--- src/rtl/seg_pkg.sv ---
// seg_pkg: shared seven-segment constants and hex decode for the scan driver.
package seg_pkg;
    localparam logic [6:0] SEG_BLANK = 7'h7F;
    localparam logic [6:0] SEG_0 = 7'h01;
    localparam logic [6:0] SEG_1 = 7'h4F;
    localparam logic [6:0] SEG_2 = 7'h12;
    localparam logic [6:0] SEG_3 = 7'h06;
    localparam logic [6:0] SEG_4 = 7'h4C;
    localparam logic [6:0] SEG_5 = 7'h24;
    localparam logic [6:0] SEG_6 = 7'h20;
    localparam logic [6:0] SEG_7 = 7'h0F;
    localparam logic [6:0] SEG_8 = 7'h00;
    localparam logic [6:0] SEG_9 = 7'h04;
    localparam logic [6:0] SEG_A = 7'h08;
    localparam logic [6:0] SEG_B = 7'h60;
    localparam logic [6:0] SEG_C = 7'h31;
    localparam logic [6:0] SEG_D = 7'h42;
    localparam logic [6:0] SEG_E = 7'h30;
    localparam logic [6:0] SEG_F = 7'h38;

    function automatic logic [6:0] seg_decode(input logic [3:0] nibble);
        case (nibble)
            4'h0: seg_decode = SEG_0;
            4'h1: seg_decode = SEG_1;
            4'h2: seg_decode = SEG_2;
            4'h3: seg_decode = SEG_3;
            4'h4: seg_decode = SEG_4;
            4'h5: seg_decode = SEG_5;
            4'h6: seg_decode = SEG_6;
            4'h7: seg_decode = SEG_7;
            4'h8: seg_decode = SEG_8;
            4'h9: seg_decode = SEG_9;
            4'hA: seg_decode = SEG_A;
            4'hB: seg_decode = SEG_B;
            4'hC: seg_decode = SEG_C;
            4'hD: seg_decode = SEG_D;
            4'hE: seg_decode = SEG_E;
            default: seg_decode = SEG_F;
        endcase
    endfunction
endpackage

--- src/rtl/seg_scan_driver_if.sv ---
// seg_scan_driver_if: capture inputs from the datapath and display pin outputs.
interface seg_scan_driver_if #(parameter int NUM_DIGITS = 8);
    logic [4*NUM_DIGITS-1:0] value;
    logic [NUM_DIGITS-1:0]   dp_in;
    logic [NUM_DIGITS-1:0]   digit_en;
    logic                    load;
    logic [6:0]              seg;
    logic                    dp;
    logic [NUM_DIGITS-1:0]   anode;
    logic                    frame_done;
    modport master (output value, dp_in, digit_en, load, input seg, dp, anode, frame_done);
    modport slave (input value, dp_in, digit_en, load, output seg, dp, anode, frame_done);
endinterface

--- src/rtl/seg_hex_decoder.sv ---
// seg_hex_decoder: combinational nibble to active-low segment pattern.
module seg_hex_decoder
    import seg_pkg::*;
(
    input  logic [3:0] nibble,
    output logic [6:0] seg
);
    assign seg = seg_decode(nibble);
endmodule

--- src/rtl/seg_scan_driver.sv ---
// seg_scan_driver: tear-free multiplexed common-anode 7-seg scanner with guard blanking.
// Optional SEG_LEAD_ZERO_BLANK_EN blanks leading zero digits above digit 0.
module seg_scan_driver
    import seg_pkg::*;
#(
    parameter int NUM_DIGITS  = 8,
    parameter int REFRESH_DIV = 100000,
    parameter int GUARD_CYC   = 2
) (
    input  logic clk,
    input  logic rst,
    seg_scan_driver_if.slave bus
);
    localparam int CW = $clog2(REFRESH_DIV);
    localparam int IW = $clog2(NUM_DIGITS);
    localparam logic [CW-1:0] CNT_MAX = CW'(REFRESH_DIV - 1);
    localparam logic [CW-1:0] GUARD = CW'(GUARD_CYC);
    localparam logic [IW-1:0] IDX_MAX = IW'(NUM_DIGITS - 1);
    localparam logic [NUM_DIGITS-1:0] ONE = NUM_DIGITS'(1);

    logic [CW-1:0] cnt;
    logic [IW-1:0] idx;
    logic [4*NUM_DIGITS-1:0] act_val, pend_val;
    logic [NUM_DIGITS-1:0] act_dp, act_en, pend_dp, pend_en, lz;
    logic pend_v, tick, wrap, lit, show;
    logic [6:0] dec;

    assign tick = cnt == CNT_MAX;
    assign wrap = tick && idx == IDX_MAX;
    assign lit  = cnt >= GUARD;
    assign show = lit && act_en[idx] && !lz[idx];

    seg_hex_decoder u_dec (.nibble(act_val[{idx, 2'b00} +: 4]), .seg(dec));

`ifdef SEG_LEAD_ZERO_BLANK_EN
    logic lz_run;
    always_comb begin
        lz = '0;
        lz_run = 1'b1;
        for (int i = NUM_DIGITS - 1; i > 0; i--) begin
            lz_run = lz_run && act_val[4*i +: 4] == 4'h0;
            lz[i] = lz_run;
        end
    end
`else
    assign lz = '0;
`endif

    // Enables come out of reset all-on so a freshly reset display reads zeros.
    always_ff @(posedge clk or posedge rst) begin
        if (rst) begin
            cnt <= '0;
            idx <= '0;
            act_val <= '0;
            act_dp <= '0;
            act_en <= '1;
            pend_val <= '0;
            pend_dp <= '0;
            pend_en <= '0;
            pend_v <= 1'b0;
            bus.anode <= '1;
            bus.seg <= SEG_BLANK;
            bus.dp <= 1'b1;
            bus.frame_done <= 1'b0;
        end else begin
            cnt <= tick ? '0 : cnt + 1'b1;
            if (tick) idx <= idx == IDX_MAX ? '0 : idx + 1'b1;
            if (wrap && bus.load) begin
                act_val <= bus.value;
                act_dp <= bus.dp_in;
                act_en <= bus.digit_en;
                pend_v <= 1'b0;
            end else if (wrap && pend_v) begin
                act_val <= pend_val;
                act_dp <= pend_dp;
                act_en <= pend_en;
                pend_v <= 1'b0;
            end else if (bus.load) begin
                pend_val <= bus.value;
                pend_dp <= bus.dp_in;
                pend_en <= bus.digit_en;
                pend_v <= 1'b1;
            end
            bus.anode <= lit ? ~(ONE << idx) : '1;
            bus.seg <= show ? dec : SEG_BLANK;
            bus.dp <= lit && act_en[idx] ? ~act_dp[idx] : 1'b1;
            bus.frame_done <= wrap;
        end
    end
endmodule

--- src/flat_wrapper.sv ---
// flat-port wrapper written by rule: the top's interface ports become plain ports
module seg_scan_driver_flat import seg_pkg::*;
#(
    parameter int NUM_DIGITS  = 8,
    parameter int REFRESH_DIV = 100000,
    parameter int GUARD_CYC   = 2
)
  (clk, rst, bus_value, bus_dp_in, bus_digit_en, bus_load, bus_seg, bus_dp, bus_anode, bus_frame_done);
  seg_scan_driver_if #(.NUM_DIGITS(NUM_DIGITS)) bus_i ();
  input  logic clk;
  input  logic rst;
  input wire logic [$bits(bus_i.value)-1:0] bus_value;
  input wire logic [$bits(bus_i.dp_in)-1:0] bus_dp_in;
  input wire logic [$bits(bus_i.digit_en)-1:0] bus_digit_en;
  input wire logic [$bits(bus_i.load)-1:0] bus_load;
  output wire logic [$bits(bus_i.seg)-1:0] bus_seg;
  output wire logic [$bits(bus_i.dp)-1:0] bus_dp;
  output wire logic [$bits(bus_i.anode)-1:0] bus_anode;
  output wire logic [$bits(bus_i.frame_done)-1:0] bus_frame_done;
  assign bus_i.value = bus_value;
  assign bus_i.dp_in = bus_dp_in;
  assign bus_i.digit_en = bus_digit_en;
  assign bus_i.load = bus_load;
  assign bus_seg = bus_i.seg;
  assign bus_dp = bus_i.dp;
  assign bus_anode = bus_i.anode;
  assign bus_frame_done = bus_i.frame_done;
  seg_scan_driver #(.NUM_DIGITS(NUM_DIGITS), .REFRESH_DIV(REFRESH_DIV), .GUARD_CYC(GUARD_CYC)) u_core (.clk(clk), .rst(rst), .bus(bus_i));
endmodule
--- config.mk ---
export PLATFORM = sky130hd
export DESIGN_NAME = seg_scan_driver_flat
export DESIGN_NICKNAME = d
export VERILOG_FILES = /design/src/rtl/seg_pkg.sv /design/src/rtl/seg_scan_driver_if.sv /design/src/rtl/seg_hex_decoder.sv /design/src/rtl/seg_scan_driver.sv /design/src/flat_wrapper.sv
export SDC_FILE = /design/constraint.sdc
export NUM_CORES = 1
export LEC_CHECK = 0
export BUFFER_PORTS_ARGS = -buffer_cell sky130_fd_sc_hd__buf_2
export CAP_MARGIN = 20
export CORE_MARGIN = 2
export CORE_UTILIZATION = 65
export CTS_BUF_LIST = sky130_fd_sc_hd__clkbuf_4 sky130_fd_sc_hd__clkbuf_8
export CTS_CLUSTER_SIZE = 14
export DETAILED_ROUTE_END_ITERATION = 10
export PLACE_DENSITY = 0.95
export SYNTH_ARGS = -nofsm -noshare
export SYNTH_HDL_FRONTEND = slang
export SYNTH_SLANG_ARGS = --single-unit
--- constraint.sdc ---
create_clock -name clk -period 7.24 [get_ports clk]
set_clock_uncertainty 0.1 [all_clocks]
set_input_delay 0.724 -clock clk [delete_from_list [all_inputs] [get_ports clk]]
set_output_delay 0.724 -clock clk [all_outputs]
set_load 0.02 [all_outputs]
==> flow_metrics.tcl <==
set metrics [dict create \
    yosysSeqAreaShare_pct 55.5 \
    ys_ff_latch 134 \
    r2r-start "u_core.idx[0]" \
    reg2reg_slack_ns 3.98 \
    r2r_cells 7 \
    drt_pass1_iterations 5 \
    ant_nets 0 \
    die_area_um2 10200 \
    coreArea_um2 9150 \
    placed_cell_area_um2 6430 \
    routedWlPerCell_um 19.2 \
    ctsResizeCount 0 \
    arrival_ns 3.44 \
    max_freq_ghz 0.307 \
    seqCellArea_um2 3380 \
    setup_viol 0 \
    status "complete, no violations" \
    drt_iter0_markers 384 \
    p_leak_nw 3.11 \
    grt_max_degree 96 \
    syn_area_per_cell_um2 11.9 \
    cp_common_cell "ha_1" \
    gr-total-overflow 0 \
    yosysWarningCount 0 \
    r2r-end "u_core.act_val[24]" \
    drive_gt1_share_pct 34.8 \
    cellPowerDensity_nw_per_um2 242 \
    multi_input_area_um2 2500 \
    min_period_ns 3.26 \
    cts_buffers 17 \
    hold_class "primary input to async pin" \
    portBuffers 67 \
    hold_violations 0 \
    die_y_um 101 \
    crit_type "flop to flop" \
    syn_area_um2 6090 \
    clock_path_buffers 2 \
    rsz0062_at_grt "false" \
    cts_tree "built" \
    syn_to_final_growth_pct 13.8 \
    cts_sinks 134 \
    path_cells "ha_1 > ha_1 > inv_1 > or4_2 > buf_4 > nand2_1 > o21ai_1" \
    cpPeakStageDelay_ns 0.94 \
    tightestPinTransition_ns 1.00 \
    synth_nets 576 \
    routed_wirelength_um 13300 \
    period_share_pct 45.0 \
    rows 35 \
    gp_congestion 0.780 \
    setup_tns_ns 0 \
    initial_core_util_pct 66.6 \
    n_antenna_cell 0 \
    cp-start-kind "flop" \
    path_max_fanout 95 \
    cp_slowest_cell "dfrtp_1" \
    grt_use_total_pct 28.3 \
    worstSkewPairLatency_ns 0.45 \
    die_w_um 101 \
    nets 636 \
    max_slew_margin_pct 31.1 \
    post_cts_buffers 0 \
    slew_violations 0 \
    cts_max_level 4 \
    crit_path_end_kind "flop" \
    ir_drop_mv 0.257 \
    grt_pass1_vias 4418 \
    clk_pin_slew_worst_paths_ns 0.08 \
    antenna_found_initial 0 \
    io_pins 68 \
    via_count 4359 \
    dp_hpwl_um 8660 \
    crit_required_ns 7.43 \
    grt_first_pass_wirelength_um 21700 \
    maxCapViolations 0 \
    synth.distinct_cells 47 \
    cts_root_buffer "clkbuf_8" \
    final_cell_area_um2 6930 \
    crit_start "u_core.idx[0]" \
    drc_errors 0 \
    cts-hold-fix-buffers 0 \
    viasPerCell 6.27 \
    syn_inst 511 \
    fillers 541 \
]
==> stage by stage <==
stage | setup WS, ns | hold slack [ns] | total power, mW | utilization [%] | instances
3_5_place_dp | 4.11 | 0.355 | 0.960 | 70.3 | 662
3_3_place_gp | 4.29 | 0.351 | 0.948 | 70.3 | 662
6_report | 3.98 | 0.266 | 1.68 | 75.7 | 695
2_1_floorplan | 2.87 | 0.342 | 0.912 | - | 511
5_1_grt | 3.82 | 0.317 | 1.74 | 75.7 | 695
4_1_cts | 4.02 | 0.277 | 1.68 | 75.4 | 694
==> where the power goes <==
| group | leakage, nW | total [mW] | internal [mW] | switching (mW) |
|---|---|---|---|---|
| clock network | 0.227 | 0.726 | 0.423 | 0.303 |
| logic | 1.26 | 0.135 | 0.0624 | 0.0722 |
| registers | 1.62 | 0.818 | 0.793 | 0.0241 |
| total | 3.11 | 1.68 | 1.28 | 0.400 |
==> cells in the mapped netlist, drive strengths merged <==
master | instances | area (um2)
and2 | 2 | 12.5
mux2i | 4 | 40.0
o22ai | 47 | 294
or4 | 2 | 15.0
o221ai | 3 | 32.5
xor2 | 6 | 52.6
ha | 14 | 175
nand2 | 71 | 269
inv | 11 | 41.3
and3 | 7 | 43.8
mux4 | 12 | 289
clkbuf | 16 | 60.1
and4 | 2 | 20.0
o211a | 1 | 10.0
o21ai | 54 | 278
nor3 | 4 | 31.3
mux2 | 52 | 589
xnor2 | 8 | 70.1
or3b | 1 | 8.76
a21boi | 1 | 7.51
or2b | 1 | 7.51
nand4 | 3 | 18.8
a22o | 1 | 8.76
a21oi | 2 | 10.0
a22oi | 1 | 12.5
buf | 16 | 126
nand3 | 11 | 60.1
or2 | 1 | 6.26
nor4 | 3 | 33.8
nor2 | 17 | 63.8
dfstp | 24 | 631
dfrtp | 110 | 2750
nor2b | 1 | 6.26
o211ai | 2 | 15.0
==> layer usage <==
metal	vias up	GRT usage (%)	share of wire (%)
li1	1962	-	-
met2	190	48.1	52
met1	2158	34.1	39
met3	49	7.00	5.5
met4	0	13.2	3.3
met5	-	0	0
==> layout make-up <==
type                       count  area share [%]
sequential                   134            48.8
multi-input combinational    334            36.0
timing repair buffer          73            5.78
clock buffer                  18            3.57
clock inverter                14            3.19
tap                          111            2.00
inverter                      11           0.632
==> worst max-delay path: cells and delay by family (launching register included) <==
family | cells | cell delay, ns
AND/OR/NAND/NOR | 2 | 0.90
AO/OA/AOI/OAI | 1 | 0.11
buffers and inverters | 2 | 0.50
adder cells (fa/ha/maj) | 2 | 0.48
flip-flops | 1 | 0.94
==> cells by family after synthesis <==
| family | Yosys count | synth area share [%] |
|---|---|---|
| simple gates | 126 | 9.80 |
| fa+ha+maj | 14 | 2.88 |
| xor+xnor | 14 | 2.01 |
| buf+inv | 43 | 3.74 |
| flops | 134 | 55.5 |
| compound gates | 112 | 11.0 |
| mux | 68 | 15.1 |
==> layout by cell type (no fill, tap or decap), drive strengths merged, types with 6 or more instances in the layout <==
cell	n
nor2	17
nand2	71
nand3	11
o22ai	47
and3	7
inv	15
mux4	12
ha	14
o21ai	54
xor2	6
clkbuf	18
dfstp	24
mux2	52
xnor2	8
buf	73
dfrtp	110
==> flip-flops by register name, indices dropped and copies added, names as in the netlist <==
| name | count |
|---|---|
| u_core.bus.seg | 7 |
| u_core.act_dp | 8 |
| u_core.bus.dp | 1 |
| u_core.bus.anode | 8 |
| u_core.idx | 3 |
| u_core.pend_val | 32 |
| u_core.pend_v | 1 |
| u_core.act_en | 8 |
| u_core.act_val | 32 |
| u_core.bus.frame_done | 1 |
| u_core.pend_dp | 8 |
| u_core.cnt | 17 |
| u_core.pend_en | 8 |
==> worst max-delay path by stage <==
stage,endpoint,slack (ns),cells past startpoint
after floorplan,u_core.act_dp[0],2.87,1
after global placement,u_core.bus.seg[6],4.29,8
after detailed placement,u_core.act_val[14],4.11,7
after CTS,u_core.act_val[24],4.02,7
after global routing,u_core.act_val[24],3.82,7
final,u_core.act_val[24],3.98,7
Power figures use the tool's default switching activity.
